--- src/rtl/controlpack.sv ---
// Shared control types for the ALU issue/write-back path.
//   alu_op_e    : ALU operation code. 4-bit field; codes 8..15 are unassigned
//                 and travel through untouched (the ALU answers them with 0).
//   alu_flag_t  : ALU status flags {carry, zero}.
//   seq_state_e : alu_sequencer FSM states.
package controlpack;

  typedef enum logic [3:0] {
    OP_NOP = 4'h0,
    OP_ADD = 4'h1,
    OP_SUB = 4'h2,
    OP_AND = 4'h3,
    OP_OR  = 4'h4,
    OP_XOR = 4'h5,
    OP_SHL = 4'h6,
    OP_SHR = 4'h7
  } alu_op_e;

  typedef struct packed {
    logic carry;
    logic zero;
  } alu_flag_t;

  typedef enum logic [1:0] {
    IDLE = 2'd0,
    LOAD = 2'd1,
    EXEC = 2'd2,
    WB   = 2'd3
  } seq_state_e;

endpackage

--- src/rtl/gp_regfile.sv ---
// General-purpose register bank for alu_sequencer.
//   clk, rst          : clock, asynchronous active-high reset (bank cleared)
//   we, wr_addr/data  : single write port; writes to r0 are dropped
//   rd1_addr/rd1_data : combinational operand read port 1
//   rd2_addr/rd2_data : combinational operand read port 2
//   dbg_addr/dbg_data : combinational debug read port
// r0 always reads as zero regardless of storage contents.
module gp_regfile #(
  parameter int DATA_BUS_WIDTH = 8,
  parameter int REG_ADDR_WIDTH = 2
) (
  input  logic                      clk,
  input  logic                      rst,
  input  logic                      we,
  input  logic [REG_ADDR_WIDTH-1:0] wr_addr,
  input  logic [DATA_BUS_WIDTH-1:0] wr_data,
  input  logic [REG_ADDR_WIDTH-1:0] rd1_addr,
  output logic [DATA_BUS_WIDTH-1:0] rd1_data,
  input  logic [REG_ADDR_WIDTH-1:0] rd2_addr,
  output logic [DATA_BUS_WIDTH-1:0] rd2_data,
  input  logic [REG_ADDR_WIDTH-1:0] dbg_addr,
  output logic [DATA_BUS_WIDTH-1:0] dbg_data
);

  localparam int NUM_REGS = 1 << REG_ADDR_WIDTH;

  logic [DATA_BUS_WIDTH-1:0] bank [NUM_REGS];

  always_ff @(posedge clk or posedge rst) begin
    if (rst) begin
      for (int i = 0; i < NUM_REGS; i++) bank[i] <= '0;
    end else if (we && (wr_addr != '0)) begin
      bank[wr_addr] <= wr_data;
    end
  end

  assign rd1_data = (rd1_addr == '0) ? '0 : bank[rd1_addr];
  assign rd2_data = (rd2_addr == '0) ? '0 : bank[rd2_addr];
  assign dbg_data = (dbg_addr == '0) ? '0 : bank[dbg_addr];

endmodule

--- src/rtl/alu_sequencer.sv ---
// Multi-cycle issue/write-back stage around an external combinational ALU.
//   clk, rst         : clock, asynchronous active-high reset
//   cmd_valid/ready  : command handshake; ready only in IDLE
//   cmd_op/dst/src1/src2/use_imm/imm : command fields, sampled at handshake
//   alu_op, alu_reg1, alu_reg2       : drive the ALU (op is NOP outside EXEC)
//   alu_result, alu_flag             : ALU answer, captured at end of EXEC
//   done             : one-cycle pulse after each write-back
//   flags            : sticky status register {carry, zero}
//   rd_addr/rd_data  : combinational debug read of the register bank
// One command every four cycles: IDLE(accept) -> LOAD -> EXEC -> WB.
module alu_sequencer
  import controlpack::*;
#(
  parameter int DATA_BUS_WIDTH = 8,
  parameter int REG_ADDR_WIDTH = 2
) (
  input  logic                      clk,
  input  logic                      rst,
  input  logic                      cmd_valid,
  output logic                      cmd_ready,
  input  alu_op_e                   cmd_op,
  input  logic [REG_ADDR_WIDTH-1:0] cmd_dst,
  input  logic [REG_ADDR_WIDTH-1:0] cmd_src1,
  input  logic [REG_ADDR_WIDTH-1:0] cmd_src2,
  input  logic                      cmd_use_imm,
  input  logic [DATA_BUS_WIDTH-1:0] cmd_imm,
  output alu_op_e                   alu_op,
  output logic [DATA_BUS_WIDTH-1:0] alu_reg1,
  output logic [DATA_BUS_WIDTH-1:0] alu_reg2,
  input  logic [DATA_BUS_WIDTH-1:0] alu_result,
  input  alu_flag_t                 alu_flag,
  output logic                      done,
  output alu_flag_t                 flags,
  input  logic [REG_ADDR_WIDTH-1:0] rd_addr,
  output logic [DATA_BUS_WIDTH-1:0] rd_data
);

  seq_state_e state, state_nxt;

  alu_op_e                   op_p0;
  logic [REG_ADDR_WIDTH-1:0] dst_p0, src1_p0, src2_p0;
  logic                      use_imm_p0;
  logic [DATA_BUS_WIDTH-1:0] imm_p0;

  logic [DATA_BUS_WIDTH-1:0] res_p2;
  alu_flag_t                 flag_p2;

  logic [DATA_BUS_WIDTH-1:0] rs1_data, rs2_data;
  logic                      wb_we;

  // FSM state register
  always_ff @(posedge clk or posedge rst) begin
    if (rst) state <= IDLE;
    else     state <= state_nxt;
  end

  // FSM next-state decode
  always_comb begin
    state_nxt = state;
    unique case (state)
      IDLE:    if (cmd_valid) state_nxt = LOAD;
      LOAD:    state_nxt = EXEC;
      EXEC:    state_nxt = WB;
      WB:      state_nxt = IDLE;
      default: state_nxt = IDLE;
    endcase
  end

  assign cmd_ready = (state == IDLE);

  // Stage p0: command capture at the handshake edge
  always_ff @(posedge clk) begin
    if (state == IDLE && cmd_valid) begin
      op_p0      <= cmd_op;
      dst_p0     <= cmd_dst;
      src1_p0    <= cmd_src1;
      src2_p0    <= cmd_src2;
      use_imm_p0 <= cmd_use_imm;
      imm_p0     <= cmd_imm;
    end
  end

  // Stage p1: operand fetch into the ALU input registers (LOAD edge)
  // Stage p2: ALU answer capture (EXEC edge); op returns to NOP so the ALU idles
  always_ff @(posedge clk or posedge rst) begin
    if (rst) begin
      alu_op   <= OP_NOP;
      alu_reg1 <= '0;
      alu_reg2 <= '0;
      flags    <= '0;
      done     <= 1'b0;
    end else begin
      done <= (state == WB);
      case (state)
        LOAD: begin
          alu_reg1 <= rs1_data;
          alu_reg2 <= use_imm_p0 ? imm_p0 : rs2_data;
          alu_op   <= op_p0;
        end
        EXEC: alu_op <= OP_NOP;
        WB:   if (op_p0 != OP_NOP) flags <= flag_p2;
        default: ;
      endcase
    end
  end

  always_ff @(posedge clk) begin
    if (state == EXEC) begin
      res_p2  <= alu_result;
      flag_p2 <= alu_flag;
    end
  end

  // Stage p3: write-back; the regfile itself discards writes to r0
  assign wb_we = (state == WB) && (op_p0 != OP_NOP);

  gp_regfile #(
    .DATA_BUS_WIDTH(DATA_BUS_WIDTH),
    .REG_ADDR_WIDTH(REG_ADDR_WIDTH)
  ) u_regfile (
    .clk     (clk),
    .rst     (rst),
    .we      (wb_we),
    .wr_addr (dst_p0),
    .wr_data (res_p2),
    .rd1_addr(src1_p0),
    .rd1_data(rs1_data),
    .rd2_addr(src2_p0),
    .rd2_data(rs2_data),
    .dbg_addr(rd_addr),
    .dbg_data(rd_data)
  );

endmodule
--- config.mk ---
export PLATFORM = sky130hd
export DESIGN_NAME = alu_sequencer
export DESIGN_NICKNAME = d
export VERILOG_FILES = /design/src/rtl/controlpack.sv /design/src/rtl/gp_regfile.sv /design/src/rtl/alu_sequencer.sv
export SDC_FILE = /design/constraint.sdc
export NUM_CORES = 1
export LEC_CHECK = 0
export ABC_AREA = 1
export ABC_CLOCK_PERIOD_IN_PS = 4400
export CAP_MARGIN = 15
export CORE_ASPECT_RATIO = 1.1
export CORE_MARGIN = 2
export CORE_UTILIZATION = 44
export CTS_BUF_LIST = sky130_fd_sc_hd__clkbuf_4 sky130_fd_sc_hd__clkbuf_8
export DETAILED_ROUTE_END_ITERATION = 10
export GPL_TIMING_DRIVEN = 0
export PLACE_DENSITY_LB_ADDON = 0.3
export SKIP_LAST_GASP = 1
export SYNTH_ARGS = -nofsm -noshare
export SYNTH_HDL_FRONTEND = slang
export SYNTH_SLANG_ARGS = --single-unit
export TNS_END_PERCENT = 1
--- constraint.sdc ---
create_clock -name clk -period 4.4 [get_ports clk]
set_input_delay 0.44 -clock clk [delete_from_list [all_inputs] [get_ports clk]]
set_output_delay 0.44 -clock clk [all_outputs]
set_load 0.1 [all_outputs]
Word level (Yosys, flattened, before mapping)

Index checks and enable logic that the tools add are counted.

Bits in read-only memories: 0
Memories: 0
Latch bits: 0
Bits of input ports: 34
Flip-flop bits (word level): 86
Output and inout port bits: 32
Memory bits (writable): 0
Logic and storage cells: 64

$lt $le $gt $ge: 5
Equality and inequality tests: 4
Multiply operators: 0
Reductions and logical operators: 12
Mux-type cells: 19
Bitwise operators: 4
Add/sub/neg operators: 0
Divide/modulo/power cells: 0
Shift operators: 0

Operators by type and width:

| cell                                                                         | number |
|---|---|
| 8-bit 2-to-1 mux                                                             | 11 |
| 8-bit binary-select mux with 2-bit select                                    | 3 |
| 32-bit bitwise mux                                                           | 1 |
| 8-bit demux with 2-bit select                                                | 1 |
| 3-bit >= comparator, second input constant                                   | 4 |
| 2-bit inverter with 3-bit output                                             | 4 |
| 2-bit logical NOT                                                            | 4 |
| 2-bit one-hot mux with 4 select lines                                        | 1 |
| 4-bit one-hot mux with 2 select lines                                        | 1 |
| 2-bit equality test, second input constant                                   | 2 |
| 1-bit logical AND                                                            | 4 |
| 2-bit nonzero test                                                           | 2 |
| 4-bit nonzero test                                                           | 1 |
| 3-bit by 1-bit less-than comparator with 1-bit output, second input constant | 1 |
| 2-bit by 1-bit equality test with 1-bit output, second input constant        | 1 |
| 2-bit 2-to-1 mux                                                             | 1 |
| 2-bit inequality test, second input constant                                 | 1 |
| 2-bit AND reduction                                                          | 1 |

Logic depth before layout (Yosys ltp)

Depth after elaboration: 6
Depth in mapped cells: 8
Gate-level depth less buffers: 6

Modules after synthesis

From an unflattened synthesis, not the netlist that was laid out.

Cell total of the unflattened synthesis: 467
Area, all modules: 4129.0 sq um

By module, submodules not included:

| module        | area each (sq um) | times used | seq. area each (sq um) | cells an instance |
|---|---|---|---|---|
| gp_regfile    | 2118.3            | 1          | 800.8                  | 326 |
| alu_sequencer | 2010.7            | 1          | 1496.4                 | 141 |

Worst setup path after synthesis

Ideal clock, no wire load.

Kind: input-to-output
Start: input port rd_addr[0]
End: output port rd_data[5]
Buffers on the path: 2
Stages on the path: 5
Slack: 1.528 ns
Data required time: 3.960 ns
Arrival time: 2.432 ns
Cells stage by stage: buf_4 > buf_2 > a21oi_1 > o21ai_0 > a21oi_1

Longest elaborated chain between the ends: 5
Elaborated cells on any way between the ends: 6
Those cells by class: 4 x mux; 1 x bitwise; 1 x reduce/logical

Ends and longest elaborated chain:

| element                                                | line                | RTL |
|---|---|---|
| start: declaration                                     | alu_sequencer.sv:34 | `input logic [REG_ADDR_WIDTH-1:0] rd_addr,` |
| 2-bit inverter with 3-bit output (implied by the code) | gp_regfile.sv:39    | `assign dbg_data = (dbg_addr == '0) ? '0 : bank[dbg_addr];` |
| 8-bit binary-select mux with 2-bit select              | gp_regfile.sv:39    |  |
| 8-bit 2-to-1 mux (implied by the code) (2 in series)   | gp_regfile.sv:39    |  |
| 8-bit 2-to-1 mux *                                     | gp_regfile.sv:39    |  |
| end: declaration                                       | alu_sequencer.sv:35 | `output logic [DATA_BUS_WIDTH-1:0] rd_data` |

Mark *: on every way between the ends. The rest lies on a longest branch, timed or not. The select of a mux whose other input is x is not followed.

Worst setup path after layout

Start: input port rd_addr[1]
End: output port rd_data[6]

The elaborated chain is that of the path after synthesis.

==> results by group <==
Synth
  – Yosys cell types: 24
  – Synth area leaders: dfrtp_1, edfxtp_1, nand2_1
  – Cell taking the most area after synthesis: dfrtp_1
  – Gate Count Post-Synth: 437
  – Complex-gate fraction of the synthesized area: 0.166
  – Post-synthesis simple-gate area fraction: 0.154
  – Ys Warns: 0
  – Synth Register Bits: 86
  – Post-synthesis sequential area ratio: 0.574
  – Main combinational cell family by area after synthesis: compound AO/OA/AOI/OAI gates
  – Mux contribution to synthesized area: 0
  – Xor-xnor portion of the synthesized cell area: 0
  – Mapped Avg Cell Area: 9.15 µm²
  – Post-Synth Adder-Cell Area: 0.0125
  – Mapped Area: 4000 µm²
  – Syn_nets: 475
  – Yosys top cell area share: 0.357

Worst setup path
  – Crit path DAT: 2.44 ns
  – CP Launch Type: input port
  – CP Class: input port to output port
  – CP dominant cell by count: a21oi_1
  – CP Capture Type: output port
  – Crit path max-delay family: buffers and inverters
  – Crit path cell chain: buf_2 -> inv_1 -> a21oi_1 -> o21ai_0 -> a21oi_1 -> clkdlybuf4s50_1
  – Worst-path fanout max: 10
  – Slowest stage delay, CP: 1.16 ns
  – Slowest cell on crit path: clkdlybuf4s50_1
  – WP buf/inv: 3
  – Required time of the critical path: 3.96 ns

GRT
  – Largest net degree at the start of global routing: 34
  – First-pass GRT wire length: 15400 µm
  – Vias in the first global route: 3055
  – Grt total ovfl: 0
  – Initial antenna violation count: 0
  – Gr usage total: 0.203

Route
  – Drt drc: 0
  – Post-Route WL: 9070 µm
  – Initial DRT Pass Iterations: 5
  – Vias: 3120
  – Detail Route Antenna Nets: 0
  – Via density: 4.94
  – Initial DRC count: 244
  – WL per Instance: 14.4 µm

Finish
  – Most frequent cells in the layout: nand2_1, clkdlybuf4s50_1, a21oi_1, dfrtp_1, inv_1
  – Final Non-Filler Cells: 631
  – Area grow syn2layout: 25.0%
  – Final Net Count: 550
  – Layout cells sized above 1: 0.114
  – ANT cells: 0
  – Fill cells: 847
  – Most common cell after layout, fill and taps aside: nand2_1

STA
  – Fmax: 348 MHz
  – Final Max Tran Viols: 0
  – Setup TNS: 0 ns
  – # setup viols final: 0
  – Worst Clk Skew: 0.00876 ns
  – Final hold violation count: 0
  – RSZ-0062 raised after global routing: false
  – Final Critical Period: 2.88 ns
  – Fin crit share: 0.653
  – Slew @ Worst Pin: 0.997 ns
  – Max-slew headroom: 0.333

Floorplan
  – Num rows: 36
  – Die W: 94.9 µm
  – Die H: 104 µm
  – Area of the die: 9870 µm²
  – Starting Density: 0.453
  – IO Count: 66
  – CORE AREA: 8830 µm²

Run
  – Maxcap violations: 0

Power and ir drop
  – Leak pwr: 0.00223 µW
  – Max IR drop VDD: 0.324 mV
  – Pwr per Cell Area: approximately 760 nW/µm²

Clock tree
  – CTS tree: yes
  – Later-pin clock latency in the skew report: between 0.3 and 0.4 ns
  – H-Tree Depth: 3
  – Post-CTS Setup Bufs: 0
  – Count of cells resized by post-cts repair: 0
  – Bufs on Longest Clock Path: 2
  – Clk slew on worst S/H paths: 0.08 ns
  – Cts hold-fix bufs: 0
  – Number of buffers created by CTS: 9
  – Clk sinks: 86
  – Root Buffer: clkbuf_8

Placement
  – # port buffers: 63
  – DP HPWL: 6880 µm
  – Post-placement cell count: 615
  – Gpl congestion: 0.924

Outcome
  – Status: completed

Worst hold path
  – Worst min-delay path category: input port to asynchronous set/reset pin
per-stage QoR:
stage          hold slack (ns)   util  setup WS [ns]  power, µW  cell area [µm²]
2_1_floorplan            0.445      -           1.53       2740             4000
3_3_place_gp             0.463  0.541           1.56       3180             4770
3_5_place_dp             0.467  0.543           1.55       3220             4790
4_1_cts                  0.447  0.566           1.54       3800             5000
5_1_grt                  0.507  0.566           1.42       4020             5000
6_report                 0.439  0.566           1.52       3780             5000
sequential cells by signal (all words and copies together) (netlist names), 4 cells and up:
register and count:
res_p2 8, op_p0 4, imm_p0 8, u_regfile.bank 32
alu_reg1 8, alu_op 4, alu_reg2 8
area by class of cell:
type	count	area [µm²]	area share
Buffer	27	154	0.0308
Clock buffer	11	151	0.0303
Clock inverter	5	56.3	0.0113
Inverter	57	216	0.0433
Multi-Input combinational cell	267	1330	0.266
Sequential cell	86	2300	0.459
Tap cell	114	143	0.0285
Timing Repair Buffer	64	651	0.130
synthesized netlist by cell type, drive strengths merged:
cell     n
ha       4
nand3   31
inv     57
a21oi   58
nand4    2
o21ai   60
buf     16
a22oi    1
nand2   95
dfrtp   57
clkbuf  11
nor2    16
edfxtp  29
power by group:
group          switching [µW]  leakage, µW  internal (µW)
clock                     286     0.000106            294
sequential                171     0.000991           1110
combinational            1420      0.00113            491
total                    1880      0.00223           1900
final timing paths:
path / startpoint / end / slack [ns] / cells after the start
min reg2reg: alu_reg1[4]$_DFFE_PP0N_ / alu_reg1[4]$_DFFE_PP0N_ / 0.48 / 2
min: rst / alu_reg2[6]$_DFFE_PP0N_ / 0.44 / 2
max in group asynchronous: rst / u_regfile.bank[16]$_DFFE_PP0P_ / 3.41 / 3
min in group clk: alu_reg1[4]$_DFFE_PP0N_ / alu_reg1[4]$_DFFE_PP0N_ / 0.48 / 2
max reg2reg: state[0]$_DFFE_PP0P_ / imm_p0[5]$_DFFE_PP_ / 2.66 / 4
max: rd_addr[1] / rd_data[6] / 1.52 / 6
cells by family (layout without fill, tap and decap cells):
kind of cell / count (synthesis) / count (layout)
AND/OR/NAND/NOR: 144 / 144
AO/OA/AOI/OAI: 119 / 119
flip-flops: 86 / 86
buffers and inverters: 84 / 164
adder cells (fa/ha/maj): 4 / 4
routing by layer:
layer / track usage / share of wire / vias to the layer above / routed length, µm
li1: - / - / 1582 / -
met1: 0.277 / 0.45 / 1417 / 4050
met2: 0.309 / 0.47 / 101 / 4220
met3: 0.0348 / 0.053 / 20 / 483
met4: 0.105 / 0.034 / 0 / 311
met5: 0 / 0 / - / 0
(Power assumes the default switching activity.)
